[config.mk]
export PLATFORM = sky130hd
export DESIGN_NAME = conversor_binario_bcd_seq_flat
export DESIGN_NICKNAME = d
export VERILOG_FILES = /design/src/rtl/conversor_binario_bcd_seq_if.sv /design/src/rtl/conversor_binario_bcd_seq.sv /design/src/flat_wrapper.sv
export SDC_FILE = /design/constraint.sdc
export NUM_CORES = 1
export LEC_CHECK = 0
export ABC_AREA = 1
export CAP_MARGIN = 20
export CELL_PAD_IN_SITES_DETAIL_PLACEMENT = 1
export CELL_PAD_IN_SITES_GLOBAL_PLACEMENT = 2
export CORE_AREA = 2 2 54 107
export DETAILED_ROUTE_END_ITERATION = 8
export DIE_AREA = 0 0 56 109
export PLACE_DENSITY = 0.83
export SYNTH_ARGS = -nofsm -noshare
export SYNTH_HDL_FRONTEND = slang
export SYNTH_SLANG_ARGS = --single-unit
[constraint.sdc]
create_clock -name clk -period 1.11 [get_ports clk]
set_input_delay 0.1665 -clock clk [delete_from_list [all_inputs] [get_ports clk]]
set_output_delay 0.1665 -clock clk [all_outputs]
set_load 0.01 [all_outputs]
[src/rtl/conversor_binario_bcd_seq_if.sv]
// rtl/conversor_binario_bcd_seq_if.sv - start/busy/done handshake bundle for the binary-to-BCD converter
interface conversor_binario_bcd_seq_if #(
  parameter int BIN_W  = 7,
  parameter int DIGITS = 2
);
  logic                  start;
  logic [BIN_W-1:0]      bin_in;
  logic                  busy;
  logic                  done;
  logic [4*DIGITS-1:0]   bcd_out;
  logic                  overflow;

  // requester side: issues operands and watches for the result
  modport master (
    output start,
    output bin_in,
    input  busy,
    input  done,
    input  bcd_out,
    input  overflow
  );

  // converter side
  modport slave (
    input  start,
    input  bin_in,
    output busy,
    output done,
    output bcd_out,
    output overflow
  );
endinterface

[src/rtl/conversor_binario_bcd_seq.sv]
// rtl/conversor_binario_bcd_seq.sv - sequential double-dabble binary-to-BCD converter with saturation
module conversor_binario_bcd_seq #(
  parameter int BIN_W  = 7,
  parameter int DIGITS = 2
) (
  input  logic                         clk,
  input  logic                         rst_n,
  conversor_binario_bcd_seq_if.slave   bus
);

  localparam int SCR_W = 4 * DIGITS;
  localparam int CNT_W = $clog2(BIN_W + 1);

  function automatic int pow10(input int n);
    int r;
    r = 1;
    for (int i = 0; i < n; i++) r = r * 10;
    return r;
  endfunction

  // largest value the digit field can show; anything above saturates to all nines
  localparam int MAX = pow10(DIGITS) - 1;

  localparam logic [1:0] IDLE   = 2'd0;
  localparam logic [1:0] SHIFT  = 2'd1;
  localparam logic [1:0] FINISH = 2'd2;

  localparam logic [CNT_W-1:0] CNT_LOAD = CNT_W'(BIN_W);
  localparam logic [CNT_W-1:0] CNT_LAST = CNT_W'(1);
  localparam logic [SCR_W-1:0] NINES    = {DIGITS{4'h9}};

  logic [1:0]              state;
  logic [CNT_W-1:0]        cnt;
  logic [BIN_W-1:0]        operand;
  logic [SCR_W-1:0]        scratch;
  logic [SCR_W-1:0]        scratch_adj;
  logic [SCR_W+BIN_W-1:0]  shifted;
  logic                    ovf_pend;
  logic [31:0]             bin_ext;
  logic                    accept;

  logic                    busy_r;
  logic                    done_r;
  logic                    ovf_r;
  logic [SCR_W-1:0]        bcd_r;

  assign accept  = (state == IDLE) && bus.start;
  assign bin_ext = 32'(bus.bin_in);

  // add-3 correction on every nibble that would reach 10 or more after doubling
  always_comb begin
    scratch_adj = scratch;
    for (int i = 0; i < DIGITS; i++) begin
      if (scratch[4*i +: 4] >= 4'd5) scratch_adj[4*i +: 4] = scratch[4*i +: 4] + 4'd3;
    end
  end

  // the bit leaving the top of the scratch is dropped; it only exists for saturating inputs
  assign shifted = {scratch_adj, operand} << 1;

  // control FSM: IDLE -> SHIFT (BIN_W cycles) -> FINISH (1 cycle) -> IDLE
  always_ff @(posedge clk or negedge rst_n) begin
    if (!rst_n) begin
      state <= IDLE;
      cnt   <= '0;
    end else begin
      case (state)
        IDLE: begin
          if (bus.start) begin
            state <= SHIFT;
            cnt   <= CNT_LOAD;
          end
        end
        SHIFT: begin
          cnt <= cnt - CNT_LAST;
          if (cnt == CNT_LAST) state <= FINISH;
        end
        FINISH: begin
          state <= IDLE;
        end
        default: begin
          state <= IDLE;
          cnt   <= '0;
        end
      endcase
    end
  end

  // datapath: operand/scratch shift register and pending-overflow flag
  always_ff @(posedge clk or negedge rst_n) begin
    if (!rst_n) begin
      operand  <= '0;
      scratch  <= '0;
      ovf_pend <= 1'b0;
    end else if (accept) begin
      operand  <= bus.bin_in;
      scratch  <= '0;
      ovf_pend <= (bin_ext > 32'(MAX));
    end else if (state == SHIFT) begin
      {scratch, operand} <= shifted;
    end
  end

  // registered outputs: result and overflow only move on the FINISH edge
  always_ff @(posedge clk or negedge rst_n) begin
    if (!rst_n) begin
      busy_r <= 1'b0;
      done_r <= 1'b0;
      ovf_r  <= 1'b0;
      bcd_r  <= '0;
    end else begin
      done_r <= 1'b0;
      if (accept) begin
        busy_r <= 1'b1;
      end else if (state == FINISH) begin
        busy_r <= 1'b0;
        done_r <= 1'b1;
        ovf_r  <= ovf_pend;
        bcd_r  <= ovf_pend ? NINES : scratch;
      end
    end
  end

  assign bus.busy     = busy_r;
  assign bus.done     = done_r;
  assign bus.overflow = ovf_r;
  assign bus.bcd_out  = bcd_r;

endmodule
[src/flat_wrapper.sv]
// flat-port wrapper written by rule: the top's interface ports become plain ports
module conversor_binario_bcd_seq_flat 
#(
  parameter int BIN_W  = 7,
  parameter int DIGITS = 2
)
  (clk, rst_n, bus_start, bus_bin_in, bus_busy, bus_done, bus_bcd_out, bus_overflow);
  conversor_binario_bcd_seq_if #(.BIN_W(BIN_W), .DIGITS(DIGITS)) bus_i ();
  input  logic clk;
  input  logic rst_n;
  input wire logic [$bits(bus_i.start)-1:0] bus_start;
  input wire logic [$bits(bus_i.bin_in)-1:0] bus_bin_in;
  output wire logic [$bits(bus_i.busy)-1:0] bus_busy;
  output wire logic [$bits(bus_i.done)-1:0] bus_done;
  output wire logic [$bits(bus_i.bcd_out)-1:0] bus_bcd_out;
  output wire logic [$bits(bus_i.overflow)-1:0] bus_overflow;
  assign bus_i.start = bus_start;
  assign bus_i.bin_in = bus_bin_in;
  assign bus_busy = bus_i.busy;
  assign bus_done = bus_i.done;
  assign bus_bcd_out = bus_i.bcd_out;
  assign bus_overflow = bus_i.overflow;
  conversor_binario_bcd_seq #(.BIN_W(BIN_W), .DIGITS(DIGITS)) u_core (.clk(clk), .rst_n(rst_n), .bus(bus_i));
endmodule
* Word-level counts from Yosys, hierarchy flattened *
Cells that the tools add are included.

storage, ports and cells
  word-level logic and storage cells = 45
  flip-flop bits (word level) = 32
  output and inout port bits = 11
  latch bits = 0
  bits in read-only memories = 0
  memory bits (writable) = 0
  bits of input ports = 10
  memories = 0

cells by class
  bitwise gates (word level) = 2
  $lt $le $gt $ge = 3
  multiply operators = 0
  equal/unequal tests = 5
  reduce and logical (&&, ||, !) cells = 7
  divide/modulo/power cells = 0
  $add $sub $neg = 3
  shifts and indexed selects = 0
  mux-type cells = 16

operators by type and width
  operator                                               number
  two-way mux 8 bit                                      3
  two-way mux 7 bit                                      2
  one-hot mux 3 bit (3 select lines)                     1
  >= comparator 4 x 3 -> 1 bit (second input constant)   2
  greater-than comparator 7 bit (second input constant)  1
  two-way mux 3 bit                                      2
  AND reduction 2 bit                                    3
  adder 4 x 2 -> 4 bit (second input constant)           1
  two-way mux 1 bit                                      4
  two-way mux 2 bit                                      2
  two-way mux 4 bit                                      1
  one-hot mux 2 bit (2 select lines)                     1
  nonzero test 2 bit                                     2
  adder 3 x 2 -> 3 bit (second input constant)           1
  == test 3 x 1 -> 1 bit (second input constant)         1
  subtractor 3 x 1 -> 3 bit (second input constant)      1
  == test 2 x 1 -> 1 bit (second input constant)         1
  == test 2 bit (second input constant)                  1
  zero test 2 bit                                        1
  != test 2 x 1 -> 1 bit (second input constant)         1
  != test 2 bit (second input constant)                  1
  NOT 1 bit                                              2
  logical AND 1 bit                                      1

* Depth between registers and ports, before layout *
  word-level depth = 4
  mapped depth = 8
  mapped depth without buffers = 8

* Least setup slack after synthesis *
OpenSTA, ideal clock, no wires.

  kind = register -> register
  start = reg u_core.scratch[0]
  end = reg u_core.scratch[1]
  setup time = 0.117 ns
  arrival = 1.000 ns
  period minus slack after synthesis = 1.118 ns
  data required time = 0.993 ns
  cell stages (with the launch flop) = 9
  slack = -0.008 ns
  cells stage by stage = dfrtp_1 > inv_1 > ha_1 > inv_1 > nand2_1 > nand3_1 > nand2_1 > nand3_1 > nand2_1

between the ends
  cells in the longest elaborated chain, start to end = 4
  elaborated cells on any way between the ends = 5
  those cells by class = add/sub (1); order compare (1); mux (3)

RTL lines
  item                                                                         RTL line                          text
  start: declaration                                                           conversor_binario_bcd_seq.sv:35   logic [SCR_W-1:0] scratch;
  start signal: assignment                                                     conversor_binario_bcd_seq.sv:100  {scratch, operand} <= shifted;
  adder 4 x 2 -> 4 bit / >= comparator 4 x 3 -> 1 bit (equally long branches)  conversor_binario_bcd_seq.sv:54   if (scratch[4*i +: 4] >= 4'd5) scratch_adj[4*i +: 4] = scratch[4*i +: 4] + 4'd3;
  two-way mux 4 bit *                                                          conversor_binario_bcd_seq.sv:54
  two-way mux 8 bit *                                                          conversor_binario_bcd_seq.sv:99   end else if (state == SHIFT) begin
  two-way mux 8 bit *                                                          conversor_binario_bcd_seq.sv:95   end else if (accept) begin

Mark *: on every way between the ends. The rest lies on a longest branch, timed or not. The select of a mux whose other input is x is not followed.
A chain may end at the register's enable or synchronous reset.

* Worst setup path after layout *
  start = reg u_core.scratch[0]
  end = reg u_core.scratch[2]

Same word-level chain as after synthesis.

==> flow_summary_export.csv <==
group,metric,value,unit
outcome,run_status,"finished with violations",
outcome,violated_checks,"setup timing",
job,max_cap_viol,0,
worst_setup_path,reg2reg_from,"u_core.scratch[0]$_DFFE_PN0P_",
cts,clock_tree.buffer_depth,2,
layout,fill_cells,635,
routing,num_vias,1380,
sta,finalCritPeriodShare,104,%
worst_setup_path,endpoint_kind,"flip-flop",
worst_setup_path,critical_path_class,"reg2reg",
logic_synthesis,post_synth_inst_count,175,
sta,finalWorstSetupSlack,-43.0,ps
floorplanning,die_area,6100,µm²
logic_synthesis,post-synth-top-area-fraction,54.0,%
floorplanning,die-width,56,µm
logic_synthesis,synth_area_leaders,"dfrtp_1 (54%), nand2_1 (15%), nand3_1 (5.4%)",
pwr,worst_ir_drop_vdd,1.37,mV
sta,report.final.hold_viol_count,0,
logic_synthesis,post_synth.cell_area_avg,8.47,µm²
layout,layout_common_cells,"nand2_1 (46), dfrtp_1 (29), buf_4 (21)",
min_path,hold_class,"in2async",
floorplanning,height_of_the_chip,109,µm
worst_setup_path,crit_arrival,1320,ps
pwr,finalPower,6.35,mW
routing,avgRoutedWirePerCell,14.3,µm
layout,area_growth_syn_to_layout,53.8,%
worst_setup_path,longest_individual_stage_delay_on_the_worst_path,410,ps
routing,drc,0,
worst_setup_path,critPathTopFamily,"flip-flops",
layout,final_layout_size_suffix_gt1_share,36.0,%
worst_setup_path,crit_top_cell,"nand2_1",
cts,cts_htree_levels,2,
worst_setup_path,timing.critical_path.to,"u_core.scratch[2]$_DFFE_PN0P_",
cts,cts.sink_count,32,
logic_synthesis,netlist_area,1480,µm²
worst_setup_path,cp-start-kind,"flip-flop",
floorplanning,io-pin-count,21,
floorplanning,placeableCoreArea,5330,µm²
cts,tritoncts,"yes",
global_route,grt_pass1_vias,1515,
floorplanning,start_util,27.8,%
worst_setup_path,rr_worst_depth,8,
logic_synthesis,post-synth-top-area-cell,"dfrtp_1",
layout,area_of_the_multi_input_gates,782,µm²
worst_setup_path,crit_path_cell_trace,"inv_2 -> ha_4 -> inv_4 -> nand2_4 -> nand3_2 -> nand2_1 -> nand3_1 -> nand2_1",
global_route,antenna_found_initial,0,
logic_synthesis,ys_types,17,
cts,clk-insertion-delay-late,280,ps
layout,final_util,42.8,%
sta,max_slew.worst_pin.slew,300,ps
global_route,globalRouteOverflowTotal,0,
logic_synthesis,synthesis.nets,191,
worst_setup_path,critical_path.startpoint,"u_core.scratch[0]$_DFFE_PN0P_",
global_route,global_route.usage.total,14.4,%
layout,layout.cells.most_common,"nand2_1",
cts,clk_pin_slew,60,ps
routing,firstDrtPassIters,4,
sta,max_freq,867,MHz
pwr,p_leak,1.07,nW
layout,layout.nets,244,
cts,ctsHoldBuffers,0,
global_route,grt_max_degree,33,
logic_synthesis,synth.ff_latch_count,32,
pwr,power_per_cell_area,2780,nW/µm²
worst_setup_path,regToRegEndpoint,"u_core.scratch[2]$_DFFE_PN0P_",
placed_design,place_hpwl,2.86,mm
sta,min_period,1150,ps
layout,diodes,0,
layout,seqCellArea,805,µm²
logic_synthesis,synthesis.yosys.warnings,0,
placed_design,postPlaceCellArea,1900,µm²
cts,numCtsBuffers,5,
floorplanning,core.rowCount,38,
routing,drtAntennaViolNets,0,
placed_design,numPortBuffers,20,
worst_setup_path,worst_path_max_delay_cell,"dfrtp_2",
worst_setup_path,critPathMaxFanout,4,
routing,detailedRoute.firstIterationViolations,27,
routing,routed_via_density,4.79,
worst_setup_path,ff2ff_setup_slack,-40,ps
global_route,wire_length_of_the_first_global_routing_pass,6.82,mm
sta,max_slew_margin,80.0,%
routing,routed_wirelength,4.12,mm
cts,clockRootBuffer,"clkbuf_8",
logic_synthesis,synth.yosys.seq_area_share,54.0,%
sta,slew_viol_final,0,
sta,fin_worst_hold_slack,257,ps
worst_setup_path,critical_path_required,1280,ps
worst_setup_path,count_of_cell_instances_traversed_by_the_critical_path,8,
sta,rsz0062_at_grt,"yes",
layout,postLayoutCellArea,2280,µm²
worst_setup_path,path_buf_inv,2,
placed_design,routability_driven_placement_congestion_ratio,0.808,
sta,timing.clock.skew,3.35,ps
sta,setup_viol,13,
Yosys cell counts:
| cell | count |
|---|---|
| nand2_1 | 59 |
| dfrtp_1 | 32 |
| inv_1 | 16 |
| nand3_1 | 16 |
| o21ai_0 | 12 |
| nor2_1 | 11 |
| ha_1 | 6 |
| a21oi_1 | 5 |
| nand4_1 | 4 |
| inv_2 | 3 |
| o211ai_1 | 3 |
| nor2_4 | 2 |
| nor3_1 | 2 |
| buf_2 | 1 |
| buf_6 | 1 |
| nand2_2 | 1 |
| o21ai_1 | 1 |
registers in the layout, indices dropped and copies added (netlist names):
| signal | cells |
|---|---|
| u_core.bus.done | 1 |
| u_core.ovf_pend | 1 |
| u_core.scratch | 8 |
| u_core.state | 2 |
| u_core.cnt | 3 |
| u_core.bus.overflow | 1 |
| u_core.bus.busy | 1 |
| u_core.bus.bcd_out | 8 |
| u_core.operand | 7 |
area by class of cell:
type                            instances  area share, %
Timing Repair Buffer                   48           19.9
Sequential cell                        32           35.3
Clock buffer                            6           3.18
Inverter                               19           3.84
Multi-Input combinational cell        122           34.3
Clock inverter                          1          0.219
Tap cell                               60           3.29
repair_timing:
item,4_1_cts,5_1_grt
pin swaps,5,11
setup buffers,8,3
endpoints found under the setup margin,29,29
resized for setup,43,51
metrics by stage:
step | cells | setup TNS (ps) | worst slack, ps
after floorplan | 175 | -5.65 | -1.88
after global placement | 271 | -2090 | -138
after detailed placement | 271 | -2680 | -142
after CTS | 286 | -51.1 | -40.1
after global routing | 288 | -1410 | -114
final | 288 | -225 | -43.0
per-layer routing:
layer  wire length (µm)  global-route usage [%]  vias up
met2               2230                    26.0       26
met4                104                    6.46        0
met5                  0                       0        -
li1                   -                       -      667
met3                114                    3.20        8
met1               1670                    15.8      679
worst register-to-register path, stage by stage, from the launching register on:
cell and delay (ps):
dfrtp_2 410, inv_2 70, ha_4 170, inv_4 70
nand2_4 60, nand3_2 80, nand2_1 50, nand3_1 80
nand2_1 50
worst min path at each step:
stage                                                   end  cells past startpoint
final                             u_core.cnt[0]$_DFFE_PN0P_                      2
after global routing              u_core.cnt[0]$_DFFE_PN0P_                      2
after CTS                         u_core.cnt[0]$_DFFE_PN0P_                      2
after detailed placement        u_core.bus.busy$_DFFE_PN0P_                      2
after global placement        u_core.operand[0]$_DFFE_PN0P_                      2
after floorplan           u_core.bus.bcd_out[0]$_DFFE_PN0P_                      0
cell families (layout without fill, tap and decap cells):
| group | Yosys count | in the layout | share of synthesized area [%] |
|---|---|---|---|
| DFF | 32 | 32 | 54.0 |
| buffers and inverters | 21 | 74 | 5.91 |
| AOI/OAI and AO/OA | 21 | 21 | 7.59 |
| adders and majority gates | 6 | 6 | 5.06 |
| and+or+nand+nor | 95 | 95 | 27.4 |
power breakdown:
group	internal [mW]	switching (mW)	leakage [nW]
Combinational	1.60	1.79	0.633
Clock	0.426	0.410	0.0410
Sequential	1.69	0.430	0.393
Note: power is estimated with default switching activity, not from simulation.
